### src/rtl/bounce_pkg.sv
// bounce_pkg: shared types, defaults and the clamped axis-step helper for the sprite engine
package bounce_pkg;
  localparam int SPRITE_W  = 6;
  localparam int DEF_H_RES = 640;
  localparam int DEF_V_RES = 480;
  typedef enum logic {IDLE, UPDATE} state_t;
  // Moves one axis by s and clamps it into [0,lim]; returns {pos, dir}, where dir=1 means moving +
  function automatic logic [10:0] step_axis(input logic [9:0] pos, input logic dir,
                                            input logic [9:0] s, input logic [9:0] lim);
    logic signed [11:0] n;
    n = dir ? $signed({2'b00, pos}) + $signed({2'b00, s}) : $signed({2'b00, pos}) - $signed({2'b00, s});
    return (n <= 12'sd0) ? {10'd0, 1'b1} : (n >= $signed({2'b00, lim})) ? {lim, 1'b0} : {n[9:0], dir};
  endfunction
endpackage

### src/rtl/bounce_sprite_engine_hit.sv
// sprite_hit_test: tests whether the current pixel lies inside one SIZE x SIZE sprite box
module sprite_hit_test
  import bounce_pkg::*;
#(
  parameter int SIZE = 64
) (
  input  logic [9:0] i_x,
  input  logic [9:0] i_y,
  input  logic [9:0] i_px,
  input  logic [9:0] i_py,
  output logic       o_hit
);
  logic w_in_x, w_in_y;
  // Upper bounds are formed one bit wider so x+SIZE can never wrap
  assign w_in_x = (i_px >= i_x) && ({1'b0, i_px} < {1'b0, i_x} + 11'(SIZE));
  assign w_in_y = (i_py >= i_y) && ({1'b0, i_py} < {1'b0, i_y} + 11'(SIZE));
  assign o_hit  = w_in_x && w_in_y;
endmodule

### src/rtl/bounce_sprite_engine.sv
// bounce_sprite_engine: N bouncing squares with per-frame motion, priority compositing and overlap flags
module bounce_sprite_engine
  import bounce_pkg::*;
#(
  parameter int          N_SPRITES = 5,
  parameter int          SIZE      = 64,
  parameter int          H_RES     = DEF_H_RES,
  parameter int          V_RES     = DEF_V_RES,
  parameter int          STEP_X    = 3,
  parameter int          STEP_Y    = 6,
  parameter logic [47:0] COLORS    = {6'h2A, 6'h3F, 6'h33, 6'h0F, 6'h3C, 6'h03, 6'h0C, 6'h30}
) (
  input  logic                  clk,
  input  logic                  reset,
  input  logic                  frame_tick,
  input  logic                  pause,
  input  logic [1:0]            speed,
  input  logic                  display_on,
  input  logic [9:0]            pix_x,
  input  logic [9:0]            pix_y,
  output logic [SPRITE_W-1:0]   rgb,
  output logic                  hit,
  output logic [N_SPRITES-1:0]  collide,
  output logic                  update_busy,
  output logic                  overrun
);
  localparam logic [9:0] LIM_X = 10'(H_RES - SIZE);
  localparam logic [9:0] LIM_Y = 10'(V_RES - SIZE);
  state_t                r_state;
  logic [2:0]            r_idx;
  logic [9:0]            r_x [N_SPRITES];
  logic [9:0]            r_y [N_SPRITES];
  logic [N_SPRITES-1:0]  r_dx, r_dy;
  logic [1:0]            w_sh;
  logic [9:0]            w_sx, w_sy;
  logic [10:0]           w_nx, w_ny;
  logic [N_SPRITES-1:0]  w_hit;
  logic [SPRITE_W-1:0]   w_rgb;
  logic [3:0]            w_cnt;

  // Single shared step datapath, addressed by the walk index; speed 3 saturates to x4
  assign w_sh = speed[1] ? 2'd2 : speed;
  assign w_sx = 10'((STEP_X + int'(r_idx)) << w_sh);
  assign w_sy = 10'((STEP_Y + int'(r_idx)) << w_sh);
  assign w_nx = step_axis(r_x[r_idx], r_dx[r_idx], w_sx, LIM_X);
  assign w_ny = step_axis(r_y[r_idx], r_dy[r_idx], w_sy, LIM_Y);

  for (genvar i = 0; i < N_SPRITES; i++) begin : g_spr
    sprite_hit_test #(.SIZE(SIZE)) u_hit (
      .i_x  (r_x[i]),
      .i_y  (r_y[i]),
      .i_px (pix_x),
      .i_py (pix_y),
      .o_hit(w_hit[i])
    );
  end

  // Lowest-index covering sprite wins the pixel; also count how many sprites cover it
  always_comb begin
    w_rgb = '0;
    w_cnt = '0;
    for (int k = N_SPRITES - 1; k >= 0; k--) begin
      w_rgb = w_hit[k] ? COLORS[SPRITE_W*k +: SPRITE_W] : w_rgb;
      w_cnt = w_cnt + 4'(w_hit[k]);
    end
  end

  // Update walk: one sprite per cycle after an unpaused frame tick; pause skips the move but not the walk
  always_ff @(posedge clk or posedge reset) begin
    if (reset) begin
      r_state     <= IDLE;
      r_idx       <= '0;
      update_busy <= 1'b0;
      overrun     <= 1'b0;
      for (int k = 0; k < N_SPRITES; k++) begin
        r_x[k]  <= 10'((97 * k) % (H_RES - SIZE));
        r_y[k]  <= 10'((61 * k) % (V_RES - SIZE));
        r_dx[k] <= 1'(k % 2);
        r_dy[k] <= 1'((k + 1) % 2);
      end
    end else if (r_state == IDLE) begin
      if (frame_tick && !pause) begin
        r_state     <= UPDATE;
        r_idx       <= '0;
        update_busy <= 1'b1;
      end
    end else begin
      if (frame_tick) overrun <= 1'b1;
      if (!pause) begin
        r_x[r_idx]  <= w_nx[10:1];
        r_dx[r_idx] <= w_nx[0];
        r_y[r_idx]  <= w_ny[10:1];
        r_dy[r_idx] <= w_ny[0];
      end
      if (int'(r_idx) == N_SPRITES - 1) begin
        r_state     <= IDLE;
        r_idx       <= '0;
        update_busy <= 1'b0;
      end else begin
        r_idx <= r_idx + 3'd1;
      end
    end
  end

  // Registered pixel output, blanked outside the visible area
  always_ff @(posedge clk or posedge reset) begin
    if (reset) begin
      rgb <= '0;
      hit <= 1'b0;
    end else begin
      rgb <= display_on ? w_rgb : '0;
      hit <= display_on && (|w_hit);
    end
  end

  // Sticky overlap flags for the frame; a frame tick clears them and beats a same-cycle set
  always_ff @(posedge clk or posedge reset) begin
    if (reset) collide <= '0;
    else collide <= frame_tick ? '0 : (display_on && w_cnt >= 4'd2) ? (collide | w_hit) : collide;
  end
endmodule
### config.mk
export PLATFORM = sky130hd
export DESIGN_NAME = bounce_sprite_engine
export DESIGN_NICKNAME = d
export VERILOG_FILES = /design/src/rtl/bounce_pkg.sv /design/src/rtl/bounce_sprite_engine_hit.sv /design/src/rtl/bounce_sprite_engine.sv
export SDC_FILE = /design/constraint.sdc
export NUM_CORES = 1
export LEC_CHECK = 0
export BUFFER_PORTS_ARGS = -buffer_cell sky130_fd_sc_hd__buf_2
export CAP_MARGIN = 20
export CORE_MARGIN = 3
export CORE_UTILIZATION = 64
export CTS_CLUSTER_DIAMETER = 120
export CTS_CLUSTER_SIZE = 28
export DETAILED_ROUTE_END_ITERATION = 10
export PLACE_DENSITY = 0.82
export REMOVE_ABC_BUFFERS = 1
export SYNTH_ARGS = -nofsm -noshare
export SYNTH_HDL_FRONTEND = slang
export SYNTH_SLANG_ARGS = --single-unit
### constraint.sdc
create_clock -name clk -period 5.65 [get_ports clk]
set_input_delay 1.13 -clock clk [delete_from_list [all_inputs] [get_ports clk]]
set_output_delay 1.13 -clock clk [all_outputs]
set_load 0.005 [all_outputs]
==> flow_results.xml <==
<?xml version="1.0" encoding="UTF-8"?>
<metrics>
  <group name="logic_synthesis">
    <metric name="synth_top_cells_by_area" unit="">sky130_fd_sc_hd__ha_1 20%, sky130_fd_sc_hd__dfrtp_1 19%, sky130_fd_sc_hd__dfstp_2 8.9%, sky130_fd_sc_hd__o21ai_0 5.6%, sky130_fd_sc_hd__nand2_1 4.6%</metric>
    <metric name="syn-instance-count" unit="">1335</metric>
    <metric name="synth_seq_area_share" unit="%">27.7</metric>
    <metric name="avgSynthCellArea" unit="um2">8.60</metric>
    <metric name="async_reset_ff_share" unit="%">100</metric>
    <metric name="postSynthRegisterBits" unit="">125</metric>
    <metric name="yosysWarningCount" unit="">0</metric>
    <metric name="mappedNetlistArea" unit="mm2">0.0115</metric>
    <metric name="synth_enable_flop_cells" unit="">0</metric>
    <metric name="netlist-cell-type-count" unit="">75</metric>
    <metric name="synth_largest_type_area_fraction" unit="%">20.5</metric>
    <metric name="synth_top_cell_by_area" unit="">sky130_fd_sc_hd__ha_1</metric>
    <metric name="dominantRegCellSynth" unit="">sky130_fd_sc_hd__dfrtp_1</metric>
  </group>
  <group name="clock_network">
    <metric name="cts.htree.levels" unit="">4</metric>
    <metric name="clock_tree_from_tritoncts" unit="">yes</metric>
    <metric name="cts.hold.buffers_added" unit="">0</metric>
    <metric name="clkSlewWorstSetupHoldPaths" unit="ps">60</metric>
    <metric name="clk_latency" unit="ps">430</metric>
    <metric name="numCtsBuffers" unit="">17</metric>
    <metric name="root_buffer" unit="">sky130_fd_sc_hd__clkbuf_16</metric>
    <metric name="ctsLongestPathBuffers" unit="">2</metric>
    <metric name="cts_num_sinks" unit="">125</metric>
    <metric name="cts_post_setup_buffers_inserted" unit="">0</metric>
    <metric name="cts_resized" unit="">0</metric>
  </group>
  <group name="placed_design">
    <metric name="portBuffers" unit="">40</metric>
    <metric name="globalplace.congestion" unit="">0.965</metric>
    <metric name="detailed_place_hpwl" unit="um">23400</metric>
  </group>
  <group name="final_layout">
    <metric name="regArea" unit="mm2">0.00318</metric>
    <metric name="total_area_of_multi_input_combinational_cells" unit="mm2">0.00755</metric>
    <metric name="design.final.nets" unit="">1580</metric>
    <metric name="final_layout_size_suffix_gt1_share" unit="%">12.0</metric>
    <metric name="fillerInstances" unit="">1376</metric>
    <metric name="inserted_diodes" unit="">0</metric>
    <metric name="areaGrowthSynthToFinish" unit="%">8.47</metric>
  </group>
  <group name="global_route">
    <metric name="maximum_number_of_pins_on_one_net_before_global_route_repair" unit="">58</metric>
    <metric name="grt_antenna_before_repair" unit="">0</metric>
    <metric name="grt_util_all_layers" unit="%">32.5</metric>
    <metric name="grt_pass1_wl" unit="um">51100</metric>
    <metric name="first_global_vias" unit="">9850</metric>
    <metric name="grt.overflow.total" unit="">0</metric>
  </group>
  <group name="worst_setup_path">
    <metric name="critical_path_peak_fanout" unit="">25</metric>
    <metric name="timing.critical_path.required" unit="ps">5930</metric>
    <metric name="critPathArrivalTime" unit="ps">5280</metric>
    <metric name="worst_reg2reg_path_startpoint" unit="">r_idx[0]</metric>
    <metric name="critPathKind" unit="">reg2reg</metric>
    <metric name="worstReg2RegEnd" unit="">r_x[41]</metric>
    <metric name="r2r_setup_slk" unit="ps">650</metric>
    <metric name="worstSetupStartpointType" unit="">flip-flop</metric>
    <metric name="timing.critical_path.cells" unit="">inv_1, ha_1, nor2b_1, a211oi_1, inv_1, fa_1, nor3b_1, a211oi_1, o31ai_1, mux2i_1, xnor2_1, o211ai_2, or4_4, o21ai_4, o31ai_1</metric>
    <metric name="timing.reg2reg.worst_path_depth" unit="">15</metric>
    <metric name="end_kind" unit="">flip-flop</metric>
    <metric name="critical-path-slowest-cell" unit="">sky130_fd_sc_hd__dfrtp_2</metric>
    <metric name="cp_slowest_stage_delay" unit="ps">630</metric>
  </group>
  <group name="drt">
    <metric name="ant_nets" unit="">0</metric>
    <metric name="route.final.wire_length" unit="um">31500</metric>
    <metric name="routed_wire_length_per_instance" unit="um">19.7</metric>
    <metric name="drc_errors_left" unit="">0</metric>
    <metric name="top_layer" unit="">met4</metric>
    <metric name="drt_pre_antenna_iters" unit="">5</metric>
    <metric name="detailroute.via_count" unit="">10100</metric>
    <metric name="met3_wirelength" unit="um">2740</metric>
    <metric name="wl_met1" unit="um">13600</metric>
    <metric name="wl_met2" unit="um">14200</metric>
    <metric name="initialDrtViolationCount" unit="">984</metric>
    <metric name="avgViaCountPerCell" unit="">6.35</metric>
  </group>
  <group name="timing">
    <metric name="finalMaxSlewViolations" unit="">0</metric>
    <metric name="final_hold_viol_count" unit="">0</metric>
    <metric name="setup_repair_after_global_routing_missed_its_margin" unit="">no</metric>
    <metric name="final.setup_skew" unit="ps">8.76</metric>
    <metric name="setup_total_negative_slack" unit="ps">0</metric>
    <metric name="max_slew_margin" unit="%">36.3</metric>
    <metric name="timing.final.crit_share" unit="%">88.4</metric>
    <metric name="fin_crit" unit="ps">5000</metric>
    <metric name="max_freq" unit="GHz">0.200</metric>
    <metric name="timing_worst_slew_pin_value" unit="ps">953</metric>
    <metric name="setup_viol" unit="">0</metric>
  </group>
  <group name="die">
    <metric name="core" unit="mm2">0.0174</metric>
    <metric name="num_io_pins" unit="">41</metric>
    <metric name="fp.dieH" unit="um">140</metric>
    <metric name="floorplan.initialDensity" unit="%">65.9</metric>
    <metric name="area_of_the_die" unit="mm2">0.0196</metric>
    <metric name="die_w" unit="um">140</metric>
    <metric name="fp-row-count" unit="">48</metric>
  </group>
  <group name="worst_hold_path">
    <metric name="hold_path_depth" unit="">1</metric>
    <metric name="hold_path.startpoint" unit="">overrun</metric>
    <metric name="hold_end" unit="">overrun</metric>
    <metric name="min-delay-path-class" unit="">reg2reg</metric>
  </group>
  <group name="outcome">
    <metric name="outcome" unit="">complete, no violations</metric>
  </group>
  <group name="flow_run">
    <metric name="maxCapViolCount" unit="">0</metric>
  </group>
</metrics>
## cell families after synthesis
family                   Yosys count  synth area share [%]
other                              2                0.0654
flip-flops                       125                  27.7
AO/OA/AOI/OAI                    370                  20.4
multiplexers                      51                  5.30
AND/OR/NAND/NOR                  369                  15.5
buffers and inverters            188                  6.70
adder cells (fa/ha/maj)          193                  21.4
XOR/XNOR                          37                  2.95
## worst max-delay path, delay by kind of cell, from the launching register on
kind | cells | cell delay (ps)
AOI/OAI and AO/OA | 6 | 1830
xor gates and xnor gates | 1 | 180
adders and majority gates | 2 | 790
buffers and inverters | 2 | 260
DFF | 1 | 630
muxes | 1 | 260
and+or+nand+nor | 3 | 880
## cell type report
type / count / share of cell area (%)
multi-input cells: 1024 / 60.6
flip-flops and latches: 125 / 25.5
inverters: 138 / 4.18
clock buffers: 18 / 3.52
repair buffers: 54 / 2.45
well taps: 225 / 2.26
clock inverters: 14 / 1.48
## cells in the mapped netlist, types with 5 or more instances
library cell,count
sky130_fd_sc_hd__ha_1,188
sky130_fd_sc_hd__nand2_1,142
sky130_fd_sc_hd__inv_1,137
sky130_fd_sc_hd__o21ai_0,129
sky130_fd_sc_hd__dfrtp_1,86
sky130_fd_sc_hd__a21oi_1,62
sky130_fd_sc_hd__nor2_1,61
sky130_fd_sc_hd__dfstp_2,39
sky130_fd_sc_hd__mux2i_1,38
sky130_fd_sc_hd__o31ai_1,33
sky130_fd_sc_hd__nand3_1,31
sky130_fd_sc_hd__xnor2_1,31
sky130_fd_sc_hd__clkbuf_1,30
sky130_fd_sc_hd__nor2b_1,26
sky130_fd_sc_hd__o21a_1,24
sky130_fd_sc_hd__a31oi_1,21
sky130_fd_sc_hd__nor3_1,20
sky130_fd_sc_hd__nand2b_1,17
sky130_fd_sc_hd__o22ai_1,14
sky130_fd_sc_hd__a21o_1,13
sky130_fd_sc_hd__or3_1,10
sky130_fd_sc_hd__a211oi_1,9
sky130_fd_sc_hd__nand4_1,9
sky130_fd_sc_hd__o21bai_1,9
sky130_fd_sc_hd__and3_1,8
sky130_fd_sc_hd__o221ai_1,8
sky130_fd_sc_hd__and2_1,7
sky130_fd_sc_hd__mux4_2,7
sky130_fd_sc_hd__or2_2,7
sky130_fd_sc_hd__buf_2,6
sky130_fd_sc_hd__o2111ai_1,6
sky130_fd_sc_hd__or2_1,6
sky130_fd_sc_hd__buf_4,5
sky130_fd_sc_hd__buf_6,5
sky130_fd_sc_hd__fa_1,5
sky130_fd_sc_hd__o2bb2ai_1,5
## metrics by stage
stage	utilization [%]	worst slack (ps)	std cells	hold slack [ps]	cell area (um2)
after global placement	68.0	644	1566	434	11800
after floorplan	-	252	1287	449	11200
final	71.5	654	1598	461	12500
after detailed placement	68.0	528	1566	452	11800
after global routing	71.5	369	1598	484	12500
after CTS	71.5	696	1598	461	12500
## flip-flops by register name, indices dropped and copies added, names as in the netlist
register,count
hit,1
collide,5
r_idx,3
r_state,1
r_dy,5
r_y,50
overrun,1
update_busy,1
rgb,3
r_x,50
r_dx,5
## metal layers
metal	track usage [%]	up-vias
met4	12.0	0
met5	0	-
li1	-	4802
met3	5.91	72
met2	51.4	453
met1	45.0	4820
## cell usage in the layout (no fill, tap or decap), types with 8 or more instances in the layout
master,instances
sky130_fd_sc_hd__a211oi_1,9
sky130_fd_sc_hd__a21o_1,13
sky130_fd_sc_hd__a21oi_1,62
sky130_fd_sc_hd__a31oi_1,21
sky130_fd_sc_hd__and3_1,8
sky130_fd_sc_hd__buf_2,40
sky130_fd_sc_hd__buf_4,14
sky130_fd_sc_hd__clkbuf_16,17
sky130_fd_sc_hd__dfrtp_1,84
sky130_fd_sc_hd__dfstp_2,39
sky130_fd_sc_hd__ha_1,188
sky130_fd_sc_hd__inv_1,136
sky130_fd_sc_hd__mux2i_1,38
sky130_fd_sc_hd__nand2_1,141
sky130_fd_sc_hd__nand2b_1,17
sky130_fd_sc_hd__nand3_1,31
sky130_fd_sc_hd__nand4_1,9
sky130_fd_sc_hd__nor2_1,61
sky130_fd_sc_hd__nor2b_1,26
sky130_fd_sc_hd__nor3_1,20
sky130_fd_sc_hd__o21a_1,24
sky130_fd_sc_hd__o21ai_0,129
sky130_fd_sc_hd__o21bai_1,9
sky130_fd_sc_hd__o221ai_1,8
sky130_fd_sc_hd__o22ai_1,14
sky130_fd_sc_hd__o31ai_1,33
sky130_fd_sc_hd__or3_1,10
sky130_fd_sc_hd__xnor2_1,31
## worst max path at each step
stage                     cells past startpoint  slack (ps)       to     start
after CTS                                    15         700  r_x[41]  r_idx[0]
after floorplan                              15         250   r_x[0]  r_idx[0]
after global placement                       14         640  r_x[40]  speed[0]
after global routing                         15         370   r_x[0]  r_idx[0]
final                                        15         650  r_x[41]  r_idx[0]
after detailed placement                     14         530  r_x[41]  speed[0]
Power is left out: the tool's default activity adds up to more than one toggle a clock period on the data nets, which glitch-free logic cannot reach.
